## config.mk

```make
export PLATFORM = sky130hd
export DESIGN_NAME = div_ctrl
export DESIGN_NICKNAME = d
export VERILOG_FILES = /design/src/rtl/div_ctrl.sv
export SDC_FILE = /design/constraint.sdc
export NUM_CORES = 1
export LEC_CHECK = 0
export CORE_UTILIZATION = 62
export DETAILED_ROUTE_END_ITERATION = 12
export MAX_ROUTING_LAYER = met4
export PLACE_DENSITY = 0.89
export SYNTH_ARGS = -nofsm -noshare
export SYNTH_HDL_FRONTEND = slang
export SYNTH_SLANG_ARGS = --single-unit
```

## constraint.sdc

```tcl
create_clock -name clk -period 11.18 [get_ports clk]
set_input_delay 2.236 -clock clk [delete_from_list [all_inputs] [get_ports clk]]
set_output_delay 2.236 -clock clk [all_outputs]
set_load 0.03 [all_outputs]
```

## src/rtl/div_ctrl.sv

```systemverilog
// div_ctrl: iterative radix-2 restoring divider with FSM sequencing for DIV/DIVU.
module div_ctrl #(
  parameter int DATA_W = 32,
  parameter int CNT_W  = 6
) (
  input  logic                  clk,
  input  logic                  rst,
  input  logic                  start,
  input  logic                  signed_div,
  input  logic [DATA_W-1:0]     opdata1,
  input  logic [DATA_W-1:0]     opdata2,
  input  logic                  annul,
  output logic [2*DATA_W-1:0]   result,
  output logic                  ready,
  output logic                  stallreq
);
  typedef enum logic [1:0] {FREE, BY_ZERO, ON, END} state_t;
  state_t state, state_nxt;
  logic [CNT_W-1:0] cnt, cnt_nxt;
  logic [DATA_W-1:0] dividend, dividend_nxt, divisor, divisor_nxt, partial, partial_nxt;
  logic neg_q, neg_q_nxt, neg_r, neg_r_nxt, ready_nxt;
  logic [2*DATA_W-1:0] result_nxt;
  logic [DATA_W:0] shifted, trial;
  logic [DATA_W-1:0] part_step, quo_step, abs1, abs2;
  assign stallreq = start & ~ready;
  // Quotient bits shift into the dividend register as the dividend shifts out.
  assign shifted   = {partial, dividend[DATA_W-1]};
  assign trial     = shifted - {1'b0, divisor};
  assign part_step = trial[DATA_W] ? shifted[DATA_W-1:0] : trial[DATA_W-1:0];
  assign quo_step  = {dividend[DATA_W-2:0], ~trial[DATA_W]};
  assign abs1 = (signed_div && opdata1[DATA_W-1]) ? -opdata1 : opdata1;
  assign abs2 = (signed_div && opdata2[DATA_W-1]) ? -opdata2 : opdata2;
  always_ff @(posedge clk) begin
    if (rst) begin
      state    <= FREE;
      cnt      <= '0;
      dividend <= '0;
      divisor  <= '0;
      partial  <= '0;
      neg_q    <= 1'b0;
      neg_r    <= 1'b0;
      result   <= '0;
      ready    <= 1'b0;
    end else begin
      state    <= state_nxt;
      cnt      <= cnt_nxt;
      dividend <= dividend_nxt;
      divisor  <= divisor_nxt;
      partial  <= partial_nxt;
      neg_q    <= neg_q_nxt;
      neg_r    <= neg_r_nxt;
      result   <= result_nxt;
      ready    <= ready_nxt;
    end
  end
  always_comb begin
    state_nxt    = state;
    cnt_nxt      = cnt;
    dividend_nxt = dividend;
    divisor_nxt  = divisor;
    partial_nxt  = partial;
    neg_q_nxt    = neg_q;
    neg_r_nxt    = neg_r;
    result_nxt   = result;
    ready_nxt    = ready;
    case (state)
      FREE: begin
        ready_nxt  = 1'b0;
        result_nxt = '0;
        if (start && !annul) begin
          if (opdata2 == '0) state_nxt = BY_ZERO;
          else begin
            state_nxt    = ON;
            dividend_nxt = abs1;
            divisor_nxt  = abs2;
            partial_nxt  = '0;
            cnt_nxt      = '0;
            neg_q_nxt    = signed_div & (opdata1[DATA_W-1] ^ opdata2[DATA_W-1]);
            neg_r_nxt    = signed_div & opdata1[DATA_W-1];
          end
        end
      end
      BY_ZERO: begin
        state_nxt  = annul ? FREE : END;
        result_nxt = '0;
        ready_nxt  = ~annul;
      end
      ON: begin
        if (annul) begin
          state_nxt  = FREE;
          cnt_nxt    = '0;
          ready_nxt  = 1'b0;
          result_nxt = '0;
        end else begin
          partial_nxt  = part_step;
          dividend_nxt = quo_step;
          cnt_nxt      = cnt + 1'b1;
          if (cnt == CNT_W'(DATA_W-1)) begin
            state_nxt  = END;
            ready_nxt  = 1'b1;
            result_nxt = {neg_r ? -part_step : part_step, neg_q ? -quo_step : quo_step};
          end
        end
      end
      default: begin
        if (!start || annul) begin
          state_nxt  = FREE;
          ready_nxt  = 1'b0;
          result_nxt = '0;
        end
      end
    endcase
  end
endmodule

```

# [Yosys cells after proc, flatten, opt, wreduce, memory -nomap -nowiden]
# Index checks and enable logic that the tools add are counted.
# Widths: inputs -> output; s select.
[totals] output_inout_bits=66 wordCells=80 reg_bits=171
[classes] n_reduce_logical=18 addsub=6 eq_ne=7 bitwise=8 n_mux=32
[ops] op="$mux 32" count=11
[ops] op="$mux 64" count=3
[ops] op="$neg 32->32" count=4
[ops] op="$pmux 32 s2" count=2
[ops] op="$pmux 64 s2" count=1
[ops] op="$sub 33x32->33" count=1
[ops] op="$logic_not 32->1" count=1
[ops] op="$mux 6" count=3
[ops] op="$mux 2" count=6
[ops] op="$pmux 6 s2" count=1
[ops] op="$reduce_and 3->1" count=3
[ops] op="$add 6x1->6 const B" count=1
[ops] op="$eq 6x5->1 const B" count=1
[ops] op="$ne 2x2->1 const B" count=3
[ops] op="$pmux 2 s3" count=1
[ops] op="$not 1->1" count=4
[ops] op="$reduce_and 2->1" count=2
[ops] op="$reduce_and 4->1" count=1
[ops] op="$reduce_bool 4->1" count=1
[ops] op="$and 1x1->1" count=3
[ops] op="$logic_and 1x1->1" count=3
[ops] op="$mux 1" count=3
[ops] op="$ne 3x3->1 const B" count=1
[ops] op="$pmux 1 s3" count=1
[ops] op="other kinds (9)" count=10

# [Longest topological paths before layout]
[depth] depth_word=7 depth_mapped=21 mapped_depth_nobuf=17

# [Least setup slack after synthesis]
# No wires, ideal clock.
[synth_timing] kind="input to register" start="in opdata2[6]" end="reg dividend[23]" required_ns=11.048 arrival_ns=4.843 path_slack_ns=6.205 setup_ns=0.132 path_stages=14 cell_sequence="or4_1 > nor3_1 > and2_1 > nand3_1 > or4_4 > and3_1 > buf_6 > a21oi_2 > buf_4 > a21oi_1 > buf_6 > buf_6 > nand2_1 > a21oi_1"
[synth_between] elab_chain_len=3
[synth_lines] item="from (decl)" line="11" source="input logic [DATA_W-1:0] opdata2,"
[synth_lines] item="$logic_not 32->1" line="71" source="if (opdata2 == '0) state_nxt = BY_ZERO;"
[synth_lines] item="$ne 2x2->1 (no line)"
[synth_lines] item="$reduce_and 4->1 (no line)"
[synth_lines] item="to (signal assigned)" line="47" source="dividend <= dividend_nxt;"
[synth_lines] item="to (decl)" line="20" source="logic [DATA_W-1:0] dividend, dividend_nxt, divisor, divisor_nxt, partial, partial_nxt;"
# No other way between the ends.
# A chain may end at the register's enable or synchronous reset.

# [Worst setup path in the final report]
[layout_timing] start="in opdata2[6]" end="reg dividend[31]"
# Same word-level chain as after synthesis.

==> flow_metrics.py <==
metrics = {
    "pwr": {
        "ir_drop_mv": 0.1578,
        "p_leak_nw": 5.154,
        "pwr-share-comb_pct": 37.4,
        "pwr-share-clk_pct": 29.4,
        "power_density_mw_per_mm2": 150.8,
        "switching_share_pct": 42.11,
        "internal_power_w": 0.001219,
        "switching_power_w": 0.0008869,
        "seqPwrFrac_pct": 33.2,
    },
    "cts": {
        "root_buffer": "clkbuf_16",
        "cts.sinks": 171,
        "cts_max_level": 4,
        "cts.path.max_buffers": 2,
        "cts_setup_buffers": 0,
        "cts_tree": "built",
        "cts-resized-gates": 0,
        "cts_buffers": 17,
        "cts_hold_buf": 0,
        "clk_pin_slew_ps": 80,
        "clk_latency_ps": 440,
    },
    "detailed_routing": {
        "vias_per_cell": 6.426,
        "wirelength_microns": 38060,
        "detail_route.wl_per_cell_microns": 19.41,
        "drt_iter0_markers": 1405,
        "drc": 0,
        "via_count": 12600,
        "dr.pass1.iters": 7,
        "ant_nets": 0,
    },
    "worst_setup_path": {
        "cp_data_required_time_ps": 11530,
        "max_stage_delay_ps": 610,
        "crit_family": "simple AND/OR/NAND/NOR gates",
        "worst-path-buf-inv": 2,
        "r2r-end": "result[54]",
        "arrival_ps": 6820,
        "timing.rr.start": "dividend[31]",
        "crit_cells": 12,
        "crit_slowest_cell": "or4_1",
        "reg2regPathDepth": 15,
        "setup.worst_path.class": "in -> reg",
        "crit_path_start": "opdata2[6]",
        "critical_path.most_common_cell": "a211oi_1",
        "cp_max_fo": 43,
        "crit_chain": "clkdlybuf4s50_1, or4_1, nor3_1, and2_1, nand3_1, or4_4, and3_1, a21oi_2, a21o_2, buf_4, a211oi_1, a211oi_1",
        "worstSetupEndpoint": "dividend[31]",
        "endpoint_kind": "register",
        "r2r_slack_ps": 5740,
        "start_kind": "input port",
    },
    "cells_and_area": {
        "syn2layout_area_growth_pct": 16.16,
        "final_common_cell": "nand2_1",
        "drive_above_1_share_pct": 5.291,
        "num-fill-cells": 1451,
        "stdcell_count": 1961,
        "diodes": 0,
        "most-common-layout-cells": "nand2_1 (210), nor2_1 (197), dfxtp_1 (171)",
        "final_nets": 1799,
    },
    "sta": {
        "finalHoldViolCount": 0,
        "rsz0062_at_grt": "no",
        "finalSetupTns_ps": 0,
        "setup_violations": 0,
        "period_share_pct": 57.86,
        "worst_pin_slew_ps": 1096,
        "slew_violations": 0,
        "finalClockSkew_ps": 11.81,
        "timing.fmax_mhz": 154.6,
        "fin_crit_ps": 6469,
        "slew_headroom_pct": 26.86,
    },
    "synth": {
        "yosys_most_used_dff": "dfxtp_1",
        "async_flop_share_pct": 0,
        "synthesis.nets": 1732,
        "yosysUniqueCellTypes": 86,
        "ys_ff_latch": 171,
        "syn_avg_cell_area_sq_um": 7.417,
        "syn_area_sq_mm": 0.01202,
        "ys_warn_count": 0,
        "syn_inst": 1621,
        "synth_edf_count": 0,
        "yosysSeqAreaShare_pct": 28.47,
    },
    "global_route": {
        "grt_pass1_vias": 11230,
        "grt_antenna_before_repair": 0,
        "globalRouteTotalUtil_pct": 39.28,
        "globalRouteOverflowTotal": 0,
        "grt_pass1_wl_microns": 59460,
        "grt_max_degree": 92,
    },
    "flow_run": {
        "max_cap_violations": 0,
    },
    "die": {
        "num_rows": 50,
        "core_area_sq_mm": 0.01883,
        "design.die.area_sq_mm": 0.01995,
        "ios": 135,
        "dieWidth_microns": 141.3,
        "initial_utilization_pct": 63.85,
        "chipHeight_microns": 141.3,
    },
    "hold_path": {
        "min_path_type": "reg -> reg",
    },
    "placed_design": {
        "hpwl_microns": 28290,
        "placed_cells": 1929,
        "place_congestion": 1.021,
        "io_buffer_count": 134,
    },
    "run_status": {
        "status": "finished, final reports clean",
    },
}
-- cell usage after synthesis (6+ instances only) --
cell type / instances / share of area [%]
nand2_1: 210 / 6.6
nor2_1: 198 / 6.2
dfxtp_1: 171 / 28
a21oi_1: 142 / 5.9
o21ai_0: 123 / 5.1
xnor2_1: 72 / 5.2
xor2_1: 61 / 4.4
clkbuf_1: 60 / 1.9
inv_1: 58 / 1.8
a22oi_1: 47 / 2.9
a211oi_1: 44 / 2.7
nor3_1: 44 / 1.8
ha_1: 41 / 4.3
buf_2: 21 / 0.87
nand3_1: 20 / 0.83
o31ai_1: 19 / 1.2
or3_1: 19 / 0.99
mux2i_1: 18 / 1.5
o41ai_1: 18 / 1.3
and3_1: 13 / 0.68
mux2_2: 13 / 1.2
and2_1: 12 / 0.62
nor4_1: 12 / 0.62
nor2b_1: 10 / 0.52
o211ai_1: 10 / 0.62
or4_1: 10 / 0.62
a21o_1: 8 / 0.50
a31oi_1: 8 / 0.42
nand4_1: 8 / 0.42
or2_2: 8 / 0.42
buf_6: 7 / 0.66
nor3b_1: 7 / 0.44
o21a_1: 7 / 0.44
nand2b_1: 6 / 0.31
nand3b_1: 6 / 0.37
o21bai_1: 6 / 0.37
-- area by class of cell --
class	instances	area, sq um	area share [%]
inverters	59	221.5	1.586
well taps	260	325.3	2.329
flip-flops and latches	171	3423	24.51
clock inverters	15	206.4	1.478
multi-input cells	1294	7943	56.87
repair buffers	145	1421	10.18
clock buffers	17	425.4	3.046
-- flip-flops by register name, indices dropped and copies added (netlist names) --
signal and flops:
cnt 6, dividend 32, divisor 32, neg_q 1
neg_r 1, partial 32, ready 1, result 64
state 2
-- worst min path at each step --
| stage | startpoint | to | slack [ps] | cells past startpoint |
|---|---|---|---|---|
| after detailed placement | divisor[31] | divisor[31] | 450 | 2 |
| after CTS | result[46] | result[46] | 460 | 2 |
| final | result[15] | result[15] | 460 | 2 |
| after global placement | result[61] | result[61] | 440 | 2 |
| after floorplan | divisor[31] | divisor[31] | 430 | 2 |
| after global routing | result[44] | result[44] | 490 | 2 |
-- worst register-to-register path, cell delays in order (launching register included) --
cell      delay (ps)
dfxtp_1          390
inv_1            100
ha_1             240
fa_1             410
nand2b_1         220
a211oi_4         400
o211ai_1         180
a21oi_1          150
or3_2            120
buf_4            650
clkinv_1         950
mux2i_1          800
o21ai_0          160
o21ai_0          220
xor2_1           240
o21ai_0          100
-- per-layer routing --
| metal | vias up | share of wire, % | global-route usage, % |
|---|---|---|---|
| met2 | 740 | 44 | 59.20 |
| met3 | 104 | 9.9 | 6.547 |
| met4 | 0 | 3.0 | 12.87 |
| li1 | 5906 | - | - |
| met1 | 5851 | 43 | 53.42 |
| met5 | - | 0 | - |
-- power groups by stage --
stage	sequential (W)	clock (W)	combinational [W]
2_1_floorplan	0.000700	0	0.000557
3_3_place_gp	0.000707	0	0.000746
3_5_place_dp	0.000709	0	0.000758
4_1_cts	0.000696	0.000620	0.000765
5_1_grt	0.000702	0.000643	0.000855
6_report	0.000699	0.000619	0.000788
-- stage by stage --
stage / hold slack (ps) / area [sq um] / setup WS (ps) / total power, W / util [%]
after floorplan: 431.9 / 12020 / 6205 / 0.001257 / -
after global routing: 486.0 / 13970 / 4357 / 0.002201 / 74.17
after CTS: 464.6 / 13970 / 4809 / 0.002081 / 74.17
after detailed placement: 446.7 / 13330 / 4384 / 0.001467 / 70.81
final: 462.2 / 13970 / 4711 / 0.002106 / 74.17
after global placement: 435.1 / 13330 / 4495 / 0.001453 / 70.81
-- kinds of logic after synthesis --
family | Yosys count | synth area share [%]
xor+xnor | 133 | 9.689
buf+inv | 156 | 5.651
flops | 171 | 28.47
mux | 31 | 2.716
simple gates | 607 | 23.56
compound gates | 481 | 25.48
fa+ha+maj | 42 | 4.433
Power figures use the tool's default switching activity.
